File: src/rtl/game_flow_ctrl.sv
`timescale 1ns/1ps
// game_flow_ctrl
// Session controller for the brick-breaker game. Owns the game state machine
// (menu, play, pause, stage-clear interlude, win, lose), the stage index, the
// life and skill-point counters, the per-skill duration timers and the status
// LEDs. All outputs are registered.
//
// Ports
//   clk          system clock
//   rst          asynchronous reset, active low
//   tick         one-cycle timebase enable; advances skill and clear timers
//   start_press  one-cycle start button pulse
//   pause_press  one-cycle pause button pulse
//   ball_lost    one-cycle pulse when the ball leaves through the bottom edge
//   bricks_clear level, high while the brick field is empty
//   skill_req    one-cycle request pulses for skills J/K/L (bit 0..2)
//   state        MENU=0 PLAY=1 PAUSE=2 STAGE_CLEAR=3 WIN=4 LOSE=5
//   stage_idx    current stage, 0-based
//   load_stage   one-cycle pulse on the first PLAY cycle of a stage
//   run          high only while in PLAY
//   life         remaining lives
//   skill_point  remaining skill points in this stage
//   skill_active per-skill active flags
//   led          life thermometer in the LSBs, skill thermometer in the MSBs
module game_flow_ctrl #(
   parameter int NUM_STAGES  = 3,
   parameter int LIVES       = 5,
   parameter int SKILL_MAX   = 3,
   parameter int SKILL_TICKS = 100,
   parameter int CLEAR_TICKS = 40,
   localparam int SW = (NUM_STAGES > 1) ? $clog2(NUM_STAGES) : 1
) (
   input  logic          clk,
   input  logic          rst,
   input  logic          tick,
   input  logic          start_press,
   input  logic          pause_press,
   input  logic          ball_lost,
   input  logic          bricks_clear,
   input  logic [2:0]    skill_req,
   output logic [2:0]    state,
   output logic [SW-1:0] stage_idx,
   output logic          load_stage,
   output logic          run,
   output logic [3:0]    life,
   output logic [2:0]    skill_point,
   output logic [2:0]    skill_active,
   output logic [15:0]   led
);

   localparam int MAX_TICKS = (SKILL_TICKS > CLEAR_TICKS) ? SKILL_TICKS : CLEAR_TICKS;
   localparam int TW        = $clog2(MAX_TICKS + 1);

   localparam logic [3:0]    LIVES_V    = 4'(LIVES);
   localparam logic [2:0]    SKILL_V    = 3'(SKILL_MAX);
   localparam logic [TW-1:0] SKILL_T    = TW'(SKILL_TICKS);
   localparam logic [TW-1:0] CLEAR_LAST = TW'(CLEAR_TICKS - 1);
   localparam logic [SW-1:0] LAST_STAGE = SW'(NUM_STAGES - 1);

   typedef enum logic [2:0] {
      MENU        = 3'd0,
      PLAY        = 3'd1,
      PAUSE       = 3'd2,
      STAGE_CLEAR = 3'd3,
      WIN         = 3'd4,
      LOSE        = 3'd5
   } state_t;

   state_t                 state_q, state_d;
   logic [SW-1:0]          stage_q, stage_d;
   logic [3:0]             life_q, life_d;
   logic [2:0]             skill_q, skill_d;
   logic [2:0]             active_q, active_d;
   logic [2:0][TW-1:0]     skill_tmr_q, skill_tmr_d;
   logic [TW-1:0]          clear_tmr_q, clear_tmr_d;
   logic                   load_q, load_d;
   logic                   run_q, run_d;
   logic [15:0]            led_q, led_d;
   logic                   granted;

   // Registers for the state machine and every output.
   always_ff @(posedge clk or negedge rst) begin
      if (!rst) begin
         state_q     <= MENU;
         stage_q     <= '0;
         life_q      <= LIVES_V;
         skill_q     <= SKILL_V;
         active_q    <= '0;
         skill_tmr_q <= '0;
         clear_tmr_q <= '0;
         load_q      <= 1'b0;
         run_q       <= 1'b0;
         led_q       <= '0;
      end else begin
         state_q     <= state_d;
         stage_q     <= stage_d;
         life_q      <= life_d;
         skill_q     <= skill_d;
         active_q    <= active_d;
         skill_tmr_q <= skill_tmr_d;
         clear_tmr_q <= clear_tmr_d;
         load_q      <= load_d;
         run_q       <= run_d;
         led_q       <= led_d;
      end
   end

   // Next-state and counter logic. Skill timers only run in PLAY, which is
   // what freezes them during PAUSE. Any exit from PLAY other than PAUSE
   // drops all active skills and discards a grant made in the same cycle.
   always_comb begin
      state_d     = state_q;
      stage_d     = stage_q;
      life_d      = life_q;
      skill_d     = skill_q;
      active_d    = active_q;
      skill_tmr_d = skill_tmr_q;
      clear_tmr_d = clear_tmr_q;
      load_d      = 1'b0;
      granted     = 1'b0;

      case (state_q)
         MENU: begin
            if (start_press) begin
               state_d     = PLAY;
               stage_d     = '0;
               life_d      = LIVES_V;
               skill_d     = SKILL_V;
               active_d    = '0;
               skill_tmr_d = '0;
               clear_tmr_d = '0;
               load_d      = 1'b1;
            end
         end

         PLAY: begin
            for (int k = 0; k < 3; k++) begin
               if (active_q[k] && tick && skill_tmr_q[k] != '0) begin
                  skill_tmr_d[k] = skill_tmr_q[k] - 1'b1;
                  if (skill_tmr_q[k] == TW'(1))
                     active_d[k] = 1'b0;
               end
            end

            // Lowest-index eligible request wins; the rest are dropped.
            for (int k = 0; k < 3; k++) begin
               if (!granted && skill_req[k] && !active_q[k] && skill_q != 3'd0) begin
                  granted        = 1'b1;
                  active_d[k]    = 1'b1;
                  skill_tmr_d[k] = SKILL_T;
                  skill_d        = skill_q - 1'b1;
               end
            end

            if (bricks_clear) begin
               state_d     = STAGE_CLEAR;
               skill_d     = skill_q;
               active_d    = '0;
               skill_tmr_d = '0;
               clear_tmr_d = '0;
            end else if (ball_lost) begin
               if (life_q <= 4'd1) begin
                  life_d      = 4'd0;
                  state_d     = LOSE;
                  skill_d     = skill_q;
                  active_d    = '0;
                  skill_tmr_d = '0;
               end else begin
                  life_d = life_q - 1'b1;
               end
            end else if (pause_press) begin
               state_d = PAUSE;
            end
         end

         PAUSE: begin
            if (pause_press)
               state_d = PLAY;
         end

         STAGE_CLEAR: begin
            if (tick) begin
               if (clear_tmr_q == CLEAR_LAST) begin
                  clear_tmr_d = '0;
                  if (stage_q == LAST_STAGE) begin
                     state_d = WIN;
                  end else begin
                     state_d = PLAY;
                     stage_d = stage_q + 1'b1;
                     skill_d = SKILL_V;
                     load_d  = 1'b1;
                  end
               end else begin
                  clear_tmr_d = clear_tmr_q + 1'b1;
               end
            end
         end

         WIN, LOSE: begin
            if (start_press)
               state_d = MENU;
         end

         default: state_d = MENU;
      endcase

      run_d = (state_d == PLAY);
   end

   // LED thermometers are built from the registered counters, so they trail
   // life and skill_point by one cycle.
   always_comb begin
      led_d = '0;
      for (int i = 0; i < 16; i++) begin
         if (i < LIVES && i < int'(life_q))
            led_d[i] = 1'b1;
         if (i >= 16 - SKILL_MAX && i >= 16 - int'(skill_q))
            led_d[i] = 1'b1;
      end
   end

   assign state        = state_q;
   assign stage_idx    = stage_q;
   assign load_stage   = load_q;
   assign run          = run_q;
   assign life         = life_q;
   assign skill_point  = skill_q;
   assign skill_active = active_q;
   assign led          = led_q;

endmodule

File: config.mk
export PLATFORM = sky130hd
export DESIGN_NAME = game_flow_ctrl
export DESIGN_NICKNAME = d
export VERILOG_FILES = /design/src/rtl/game_flow_ctrl.sv
export SDC_FILE = /design/constraint.sdc
export NUM_CORES = 1
export LEC_CHECK = 0
export ABC_AREA = 1
export BUFFER_PORTS_ARGS = -buffer_cell sky130_fd_sc_hd__buf_2
export CAP_MARGIN = 15
export CORE_MARGIN = 2
export CORE_UTILIZATION = 55
export CTS_CLUSTER_SIZE = 8
export DETAILED_ROUTE_END_ITERATION = 7
export PLACE_DENSITY_LB_ADDON = 0.12
export SYNTH_ARGS = -nofsm -noshare
export SYNTH_HDL_FRONTEND = slang
export SYNTH_SLANG_ARGS = --single-unit
File: constraint.sdc
create_clock -name clk -period 2 [get_ports clk]
set_input_delay 0.4 -clock clk [delete_from_list [all_inputs] [get_ports clk]]
set_output_delay 0.4 -clock clk [all_outputs]
set_load 0.05 [all_outputs]
### Word level (Yosys, flattened, before mapping)

Cells that the tools add are included.

* flip-flop bits (word level): 53
* input bits: 10
* word-level logic and storage cells: 160
* output and inout bits: 33

* reduce and logical (&&, ||, !) cells: 33
* eq/ne operators: 19
* $lt $le $gt $ge: 9
* muxes and demuxes: 79
* $add $sub $neg: 8

Operators by type and width (count)
* $mux W21: 4
* $mux W3: 24
* $mux W7: 10
* $pmux W21 S2: 1
* $mux W1: 25
* $eq A7 B1 Y1 const B: 3
* $pmux W7 S3: 1
* $reduce_bool A7 Y1: 3
* $sub A7 B1 Y7 const B: 3
* $ge A5 B6 Y1 const A: 3
* $mux W4: 4
* $pmux W3 S5: 1
* $logic_and A1 B1 Y1: 14
* $ne A2 B2 Y1 const B: 7
* $pmux W3 S3: 1
* $lt A1 B4 Y1 const A: 2
* $lt A2 B4 Y1 const A: 2
* $mux W2: 4
* $pmux W4 S2: 1
* $reduce_and A4 Y1: 2
* $add A7 B1 Y7 const B: 1
* $eq A7 B6 Y1 const B: 1
* $reduce_and A7 Y1: 1
* $eq A3 B1 Y1 const B: 2
* other kinds (20): 28

### Logic depth before layout (Yosys ltp)

Gate-level depths: netlist (run 1).

* depth in word-level cells: 20
* gate-level depth with buffers: 12
* gate-level depth less buffers: 12

### Least setup slack after synthesis (run 1)

No wires, ideal clock.

* kind: reg2reg
* from: register skill_q[0] (netlist: skill_point[0])
* to: register skill_tmr_q[10] in the netlist's numbering
* required time: 1.929 ns
* arrival time: 2.025 ns
* path slack: -0.096 ns
* library setup time: 0.071 ns
* stages on the path, launching flop included: 13
* clock period less this slack: 2.096 ns
* path buffers: 0
* cells stage by stage: dfstp_2 -> inv_1 -> ha_1 -> ha_1 -> inv_1 -> nand3b_1 -> inv_1 -> nor2_1 -> inv_1 -> nand2_1 -> nand2_1 -> nand2_1 -> nor2_1

* cells in the longest elaborated chain, start to end: 13

RTL lines
* from (decl): RTL line 72 `logic [2:0] skill_q, skill_d;`
* from (signal assigned): RTL line 98 `skill_q <= skill_d;`
* $reduce_bool A3 Y1 *: RTL line 147 `if (!granted && skill_req[k] && !active_q[k] && skill_q != 3'd0) begin`
* $logic_and A1 B1 Y1: RTL line 147
* $mux W1: RTL line 147
* $mux W1: RTL line 122 `case (state_q)`
* $logic_not A1 Y1: RTL line 147
* $logic_and A1 B1 Y1 (2 in a row): RTL line 147
* $logic_and A1 B1 Y1 *: RTL line 147
* $mux W7 *: RTL line 147
* $mux W21: RTL line 162 `if (life_q <= 4'd1) begin`
* $mux W21 *: RTL line 161 `end else if (ball_lost) begin`
* $mux W21 *: RTL line 155 `if (bricks_clear) begin`
* $pmux W21 S2 *: RTL line 122
* to (signal assigned): RTL line 100 `skill_tmr_q <= skill_tmr_d;`
* to (decl): RTL line 74 `logic [2:0][TW-1:0] skill_tmr_q, skill_tmr_d;`

Mark *: on every way between the ends. The rest lies on a longest branch, timed or not. The select of a mux whose other input is x is not followed.
A chain may end at the register's enable or synchronous reset.

### Worst setup path after layout (run 1)

* from: register skill_q[0] (netlist: skill_point[0])
* to: register skill_tmr_q[8] in the netlist's numbering

Same word-level chain as after synthesis.

==> results of run 1 <==
==> cell families (layout without fill, tap and decap cells) <==
| kind of cell | after synthesis | after routing |
|---|---|---|
| fa+ha+maj | 19 | 19 |
| buf+inv | 77 | 117 |
| other cells | 1 | 8 |
| xor+xnor | 10 | 10 |
| flops | 53 | 53 |
| simple gates | 286 | 286 |
| compound gates | 41 | 41 |
==> worst paths after layout <==
check | endpoint | slack [ns]
setup / recovery | skill_tmr_q[8]$_DFFE_PN0P_ | 0.08
max in group asynchronous | skill_point[1]$_DFFE_PN1P_ | 1.29
hold / removal | clear_tmr_q[4]$_DFFE_PN0P_ | 0.09
setup reg to reg | skill_tmr_q[8]$_DFFE_PN0P_ | 0.08
hold reg to reg | skill_point[1]$_DFFE_PN1P_ | 0.50
min in group clk | skill_active[0]$_DFFE_PN0P_ | 0.40
==> per-stage QoR <==
step	cells	utilization	setup TNS, ns	hold WS [ns]
finish	609	0.642	0	0.0869
global route	609	0.642	-0.0684	0.124
CTS	608	0.640	0	0.106
detailed placement	600	0.626	0	0.443
global placement	600	0.626	0	0.408
floorplan	494	-	0	0.104
==> cell type report <==
class | instances | area [um^2]
clock buffers | 6 | 72.6
multi-input cells | 364 | 1830
well taps | 75 | 93.8
clock inverters | 2 | 10.0
repair buffers | 43 | 263
inverters | 66 | 248
fillers | 558 | 2140
flip-flops and latches | 53 | 1340
==> where the power goes <==
part	internal [uW]	switching, uW	total (uW)
Combinational	1070	2500	3570
Sequential	1430	307	1730
Clock	244	345	589
Total	2740	3150	5890
==> state kept, by name (all words and copies together), names as in the netlist <==
register / count
stage_idx: 2
life: 4
load_stage: 1
clear_tmr_q: 7
skill_active: 3
run: 1
skill_point: 3
state: 3
skill_tmr_q: 21
led: 8
==> repair_timing <==
action | in CTS | in global routing
gates resized for setup | 0 | 6
setup buffers | 0 | 1
endpoints found under the setup margin | 0 | 14
==> worst max-delay path, cell delays in order (launching register included) <==
cell and delay (ns):
sky130_fd_sc_hd__dfstp_4 0.63, sky130_fd_sc_hd__inv_2 0.05, sky130_fd_sc_hd__ha_1 0.19, sky130_fd_sc_hd__ha_2 0.20, sky130_fd_sc_hd__inv_2 0.06, sky130_fd_sc_hd__nand3b_1 0.17
sky130_fd_sc_hd__inv_2 0.11, sky130_fd_sc_hd__nor2_1 0.06, sky130_fd_sc_hd__inv_2 0.08, sky130_fd_sc_hd__nand2_1 0.07, sky130_fd_sc_hd__nand2_1 0.10, sky130_fd_sc_hd__inv_2 0.04
sky130_fd_sc_hd__nor2_1 0.09
==> synthesized netlist by cell type (2+ instances only) <==
master / number
sky130_fd_sc_hd__nand2_2: 2
sky130_fd_sc_hd__inv_2: 6
sky130_fd_sc_hd__nand4_1: 7
sky130_fd_sc_hd__nand3b_1: 3
sky130_fd_sc_hd__nor2_2: 6
sky130_fd_sc_hd__o21ai_0: 21
sky130_fd_sc_hd__nor2_1: 55
sky130_fd_sc_hd__buf_4: 8
sky130_fd_sc_hd__ha_1: 19
sky130_fd_sc_hd__buf_2: 2
sky130_fd_sc_hd__inv_1: 60
sky130_fd_sc_hd__xor2_1: 8
sky130_fd_sc_hd__nor3_1: 4
sky130_fd_sc_hd__a21oi_1: 7
sky130_fd_sc_hd__nand3_1: 49
sky130_fd_sc_hd__nand2_1: 153
sky130_fd_sc_hd__o21ai_2: 2
sky130_fd_sc_hd__o21ai_1: 4
sky130_fd_sc_hd__xnor2_1: 2
sky130_fd_sc_hd__dfrtp_1: 49
sky130_fd_sc_hd__dfstp_2: 4
sky130_fd_sc_hd__o31ai_1: 2
==> routing by layer <==
layer	global-route usage	routed length (um)	vias up
li1	-	-	1610
met1	0.290	3410	1447
met2	0.373	3500	75
met3	0.0348	327	6
met4	0.0492	69	0
met5	0	0	-
==> metrics.log, run 1 <==
INFO  metric ant_nets = 0
INFO  metric final_setup_viols = 0
INFO  metric critPathKind = flip-flop to flip-flop
INFO  metric cts.sinks = 53
INFO  metric timing.critical_path.to_type = flip-flop
INFO  metric drc_errors = 0
INFO  metric synth.top_cells.by_area = sky130_fd_sc_hd__dfrtp_1 (36%), sky130_fd_sc_hd__nand2_1 (17%), sky130_fd_sc_hd__nand3_1 (7.1%)
INFO  metric dominant_combinational_cell_family_by_area_after_synthesis = simple AND/OR/NAND/NOR gates
INFO  metric htree_levels = 2
INFO  metric layout.cells.most_common = sky130_fd_sc_hd__nand2_1
INFO  metric post_synth_inst_count = 487
INFO  metric status = complete, no violations
INFO  metric grt_util_all_layers = 0.218
INFO  metric die_y = 83.1 um
INFO  metric detailedPlacementHpwl = 5480 um
INFO  metric netlist-cell-type-count = 36
INFO  metric hold_class = input port to asynchronous set/reset pin
INFO  metric post-layout-total-power = 5890 uW
INFO  metric synth-seq-cells = 53
INFO  metric wl = 7300 um
INFO  metric grt_pass1_vias = 2930
INFO  metric slew_viol_final = 0
INFO  metric initial_antenna_violation_count = 0
INFO  metric fp.dieW = 83.1 um
INFO  metric post_synthesis_compound_gate_area_fraction = 0.0690
INFO  metric origin_of_the_critical_flop_to_flop_path = skill_point[0]$_DFFE_PN1P_
INFO  metric row_count = 28
INFO  metric pwr_density_cell = 1530 nW/um^2
INFO  metric io_buf_count = 34
INFO  metric floorplan.initialDensity = 0.575
INFO  metric worst_setup_path_start_kind = flip-flop
INFO  metric critical_path_arrival = 2.16 ns
INFO  metric grt_max_degree = 32
INFO  metric worst_pin_slew = 0.576 ns
INFO  metric achievable-frequency = 0.522 GHz
INFO  metric synth_flop_cell = sky130_fd_sc_hd__dfrtp_1
INFO  metric gpl.final_weighted_congestion = 0.865
INFO  metric yosys_warnings = 0
INFO  metric finalWorstPathRequiredPeriod = 1.92 ns
INFO  metric synth_adder_area_share = 0.0690
INFO  metric peakVddDrop = 0.00116 V
INFO  metric grt_pass1_wl = 12600 um
INFO  metric mostFrequentLayoutCells = sky130_fd_sc_hd__nand2_1 (152), sky130_fd_sc_hd__inv_1 (54), sky130_fd_sc_hd__nor2_1 (54)
INFO  metric cts-root-to-sink-buffers = 2
INFO  metric coreArea = 5990 um^2
INFO  metric synthesis.area_per_instance = 7.07 um^2
INFO  metric vias_per_cell = 5.15
INFO  metric areaGrowthSynthToFinish = 11.7%
INFO  metric layout_worst_path_cycle_share = 0.958
INFO  metric synth_top_area_cell = sky130_fd_sc_hd__dfrtp_1
INFO  metric cts_inserted_buffers = 5
INFO  metric clk_root_buffer_cell = sky130_fd_sc_hd__clkbuf_8
INFO  metric wl_per_cell = 12.0 um
INFO  metric detailed_router_iteration_count_before_antenna_repair = 5
INFO  metric globalRouteOverflowTotal = 0
INFO  metric detailedRoute.firstIterationViolations = 234
INFO  metric number_of_enable_type_register_cells_in_the_synthesized_netlist = 0
INFO  metric timing_hold_violations_final = 0
INFO  metric die_area = 6910 um^2
INFO  metric yosys-mux-area-fraction = 0
INFO  metric nets = 562
INFO  metric r2r.worst_path.cells = 12
INFO  metric layout_setup_ws = 0.0845 ns
INFO  metric clk-insertion-delay-late = 0.30 ns
INFO  metric crit_fanout = 4
INFO  metric final_layout_size_suffix_gt1_frac = 0.161
INFO  metric timing.slew.headroom = 0.616
INFO  metric netlist_area = 3440 um^2
INFO  metric tritoncts = done
INFO  metric cap_violations = 0
INFO  metric cp_data_required_time = 2.24 ns
INFO  metric p_leak = 0.00211 uW
INFO  metric synth_xor_area_frac = 0.0254
INFO  metric post-route-cell-area = 3850 um^2
INFO  metric startpoint = skill_point[0]$_DFFE_PN1P_
INFO  metric async_flop_share = 1.00
INFO  metric path_clk_slew = 0.09 ns
INFO  metric num_antenna_cells = 0
INFO  metric io_pins = 43
INFO  metric synth_largest_type_area_fraction = 0.356
INFO  metric dp_worst_setup_slack = 0.0389 ns
INFO  metric fin_worst_skew = 0.00554 ns
INFO  metric cts_hold_repair.buffers = 0
INFO  metric routed-via-count = 3138
INFO  metric detailed_place.area = 3750 um^2
INFO  metric synth_simple_gate_area_share = 0.356
INFO  metric synth.yosys.seq_area_share = 0.386
(Power assumes the default switching activity.)
==> run 2: changes to the inputs <==
CELL_PAD_IN_SITES_DETAIL_PLACEMENT = 1   (was default)
CELL_PAD_IN_SITES_GLOBAL_PLACEMENT = 2   (was default)
CORE_UTILIZATION = 33   (was 55)
==> run 2 against run 1 <==
Net effect: critical path depth is 1 lower; clock power is 52% higher; first-iteration DRC count is 59% lower; core utilization is 24 points lower; sequential cell count stayed put; final cell count is 12% higher.
==> metrics.log, run 2 (synthesis results as in run 1) <==
INFO  metric cp_data_required_time = 2.24 ns (about the same)
INFO  metric detailedPlacementHpwl = 7280 um (was 5480 um)
INFO  metric post-layout-total-power = 6540 uW (was 5890 uW)
INFO  metric detailed_router_iteration_count_before_antenna_repair = 4 (was 5)
INFO  metric routed-via-count = 3286 (was 3138)
INFO  metric slew_viol_final = 0 (unchanged)
INFO  metric drc_errors = 0 (unchanged)
INFO  metric gpl.final_weighted_congestion = 0.783 (was 0.865)
INFO  metric finalWorstPathRequiredPeriod = 1.92 ns (about the same)
INFO  metric io_pins = 43 (unchanged)
INFO  metric largest_register_ffs = 21 (unchanged)
INFO  metric cap_violations = 0 (unchanged)
INFO  metric cts_inserted_buffers = 5 (unchanged)
INFO  metric final_setup_viols = 0 (unchanged)
INFO  metric tritoncts = done (unchanged)
INFO  metric final_layout_size_suffix_gt1_frac = 0.201 (was 0.161)
INFO  metric row_count = 37 (was 28)
INFO  metric vias_per_cell = 4.80 (was 5.15)
INFO  metric layout.filler_cells = 1323 (was 558)
INFO  metric startpoint = skill_point[0]$_DFFE_PN1P_ (unchanged)
INFO  metric wl = 9490 um (was 7300 um)
INFO  metric worst_setup_path_start_kind = flip-flop (unchanged)
INFO  metric grt_util_all_layers = 0.176 (was 0.218)
INFO  metric cp-endpoint = skill_tmr_q[2]$_DFFE_PN0P_ (was skill_tmr_q[8]$_DFFE_PN0P_)
INFO  metric worstPathBufferInverterCount = 5 (unchanged)
INFO  metric htree_levels = 2 (unchanged)
INFO  metric detailedRoute.firstIterationViolations = 95 (was 234)
INFO  metric clk_root_buffer_cell = sky130_fd_sc_hd__clkbuf_8 (unchanged)
INFO  metric num_antenna_cells = 0 (unchanged)
INFO  metric cts-root-to-sink-buffers = 2 (unchanged)
INFO  metric r2r.worst_path.cells = 11 (was 12)
INFO  metric origin_of_the_critical_flop_to_flop_path = skill_point[0]$_DFFE_PN1P_ (unchanged)
INFO  metric die_y = 106 um (was 83.1 um)
INFO  metric grt_pass1_vias = 3450 (was 2930)
INFO  metric hold_class = input port to asynchronous set/reset pin (unchanged)
INFO  metric pwr_density_cell = 1580 nW/um^2 (was 1530 nW/um^2)
INFO  metric wl_per_cell = 13.9 um (was 12.0 um)
INFO  metric fin_worst_skew = 0.0118 ns (was 0.00554 ns)
INFO  metric layout.cells.most_common = sky130_fd_sc_hd__nand2_1 (unchanged)
INFO  metric timing.slew.headroom = 0.664 (was 0.616)
INFO  metric grt_pass1_wl = 16000 um (was 12600 um)
INFO  metric path_clk_slew = 0.11 ns (was 0.09 ns)
INFO  metric timing.critical_path.to_type = flip-flop (unchanged)
INFO  metric mostFrequentLayoutCells = sky130_fd_sc_hd__nand2_1 (148), sky130_fd_sc_hd__inv_1 (54), sky130_fd_sc_hd__nor2_1 (53) (was sky130_fd_sc_hd__nand2_1 (152), sky130_fd_sc_hd__inv_1 (54), sky130_fd_sc_hd__nor2_1 (54))
INFO  metric utilization = 0.404 (was 0.642)
INFO  metric status = complete, no violations (unchanged)
INFO  metric nets = 576 (was 562)
INFO  metric fp.dieW = 106 um (was 83.1 um)
INFO  metric critical_path_arrival = 2.15 ns (was 2.16 ns)
INFO  metric timing.critical_path.slowest_cell_delay = 0.64 ns (was 0.63 ns)
INFO  metric r2r_slack = 0.08 ns (about the same)
INFO  metric crit_fanout = 4 (unchanged)
INFO  metric register_name_with_the_most_flops = skill_tmr_q (unchanged)
INFO  metric critPathMostFrequentCell = sky130_fd_sc_hd__buf_4 (was sky130_fd_sc_hd__inv_2)
INFO  metric worstReg2RegEnd = skill_tmr_q[2]$_DFFE_PN0P_ (was skill_tmr_q[8]$_DFFE_PN0P_)
INFO  metric floorplan.initialDensity = 0.337 (was 0.575)
INFO  metric timing_hold_violations_final = 0 (unchanged)
INFO  metric achievable-frequency = 0.521 GHz (was 0.522 GHz)
INFO  metric grt_max_degree = 40 (was 32)
INFO  metric ant_nets = 0 (unchanged)
INFO  metric die_area = 11300 um^2 (was 6910 um^2)
INFO  metric worst_pin_slew = 0.499 ns (was 0.576 ns)
INFO  metric critPathTopFamily = flip-flops (unchanged)
INFO  metric areaGrowthSynthToFinish = 20.0% (was 11.7%)
INFO  metric cts.sinks = 53 (unchanged)
INFO  metric io_buf_count = 34 (unchanged)
INFO  metric cp_slowest_cell = sky130_fd_sc_hd__dfstp_4 (unchanged)
INFO  metric layout_worst_path_cycle_share = 0.960 (was 0.958)
INFO  metric critical_path_cell_count = 11 (was 12)
INFO  metric p_leak = 0.00221 uW (was 0.00211 uW)
INFO  metric critPathKind = flip-flop to flip-flop (unchanged)
INFO  metric coreArea = 10200 um^2 (was 5990 um^2)
INFO  metric peakVddDrop = 0.000778 V (was 0.00116 V)
INFO  metric crit_path_cell_trace = inv_4, ha_4, ha_4, inv_2, nand3b_1, buf_4, buf_4, buf_4, nand3_2, nand2_1, o21ai_1 (was inv_2, ha_1, ha_2, inv_2, nand3b_1, inv_2, nor2_1, inv_2, nand2_1, nand2_1, inv_2, nor2_1)
INFO  metric clk-insertion-delay-late = 0.31 ns (was 0.30 ns)
INFO  metric globalRouteOverflowTotal = 0 (unchanged)
INFO  metric grt_setup_unrepaired = true
INFO  metric initial_antenna_violation_count = 0 (unchanged)
## run 2: changes by cell type in the layout (fill, tap and decap cells not counted), sizes merged
cell | previous run | this run
buf | 43 | 57
inv | 66 | 67
bufinv | 0 | 2
clkinv | 2 | 0
clkbuf | 6 | 5
## run 2: worst min path at each step
stage / cells past startpoint / slack [ns] / start / to
finish: 1 / 0.02 / rst / life[3]$_DFFE_PN0P_
global route: 1 / 0.03 / rst / led[4]$_DFF_PN0_
CTS: 1 / 0.02 / rst / led[3]$_DFF_PN0_
detailed placement: 1 / 0.37 / rst / skill_tmr_q[6]$_DFFE_PN0P_
global placement: 1 / 0.36 / rst / skill_tmr_q[6]$_DFFE_PN0P_
floorplan: 0 / 0.10 / rst / clear_tmr_q[0]$_DFFE_PN0P_
## run 2: area by class of cell
class / count / area, um^2 / area share
Sequential cell: 53 / 1340 / 0.323
Tap cell: 136 / 170 / 0.0412
Timing Repair Buffer: 57 / 360 / 0.0872
Clock buffer: 5 / 68.8 / 0.0166
Multi-Input combinational cell: 364 / 1880 / 0.455
Clock inverter: 3 / 68.8 / 0.0166
Inverter: 66 / 250 / 0.0605
## run 2: worst register-to-register path, delay by kind of cell, from the launching register on
family / cells / cell delay [ns]
adder cells (fa/ha/maj): 2 / 0.31
flip-flops: 1 / 0.64
AND/OR/NAND/NOR: 3 / 0.27
buffers and inverters: 5 / 0.54
AO/OA/AOI/OAI: 1 / 0.07
## run 2: metrics by stage
stage               hold slack, ns  setup WS (ns)  TNS (ns)  cells  instance area [um^2]
floorplan                    0.104        0.00716         0    494                  3470
global placement             0.361          0.107         0    664                  3840
detailed placement           0.366        -0.0394   -0.0465    664                  3840
CTS                         0.0159         0.0182         0    675                  4000
global route                0.0346        -0.0120   -0.0444    684                  4130
finish                      0.0226         0.0805         0    684                  4130
## run 2: layer usage
metal / global-route usage / wire length [um]
met2: 0.321 / 4820
met1: 0.224 / 4400
met4: 0.0310 / 68
met3: 0.0208 / 199
met5: 0 / 0
## run 2: report_power, final
group | internal, uW | switching, uW
Combinational | 1240 | 2650
Clock | 504 | 390
Sequential | 1430 | 334
Total | 3170 | 3380
## run 2: timing repair
item                       in CTS  in global routing
hold buffers                    0                  0
resized for setup               2                 19
pin swaps                       1                  5
hold endpoints to repair        0                  0
buffers inserted                3                  8
setup endpoints to repair       4                 26
cloned                          0                  1
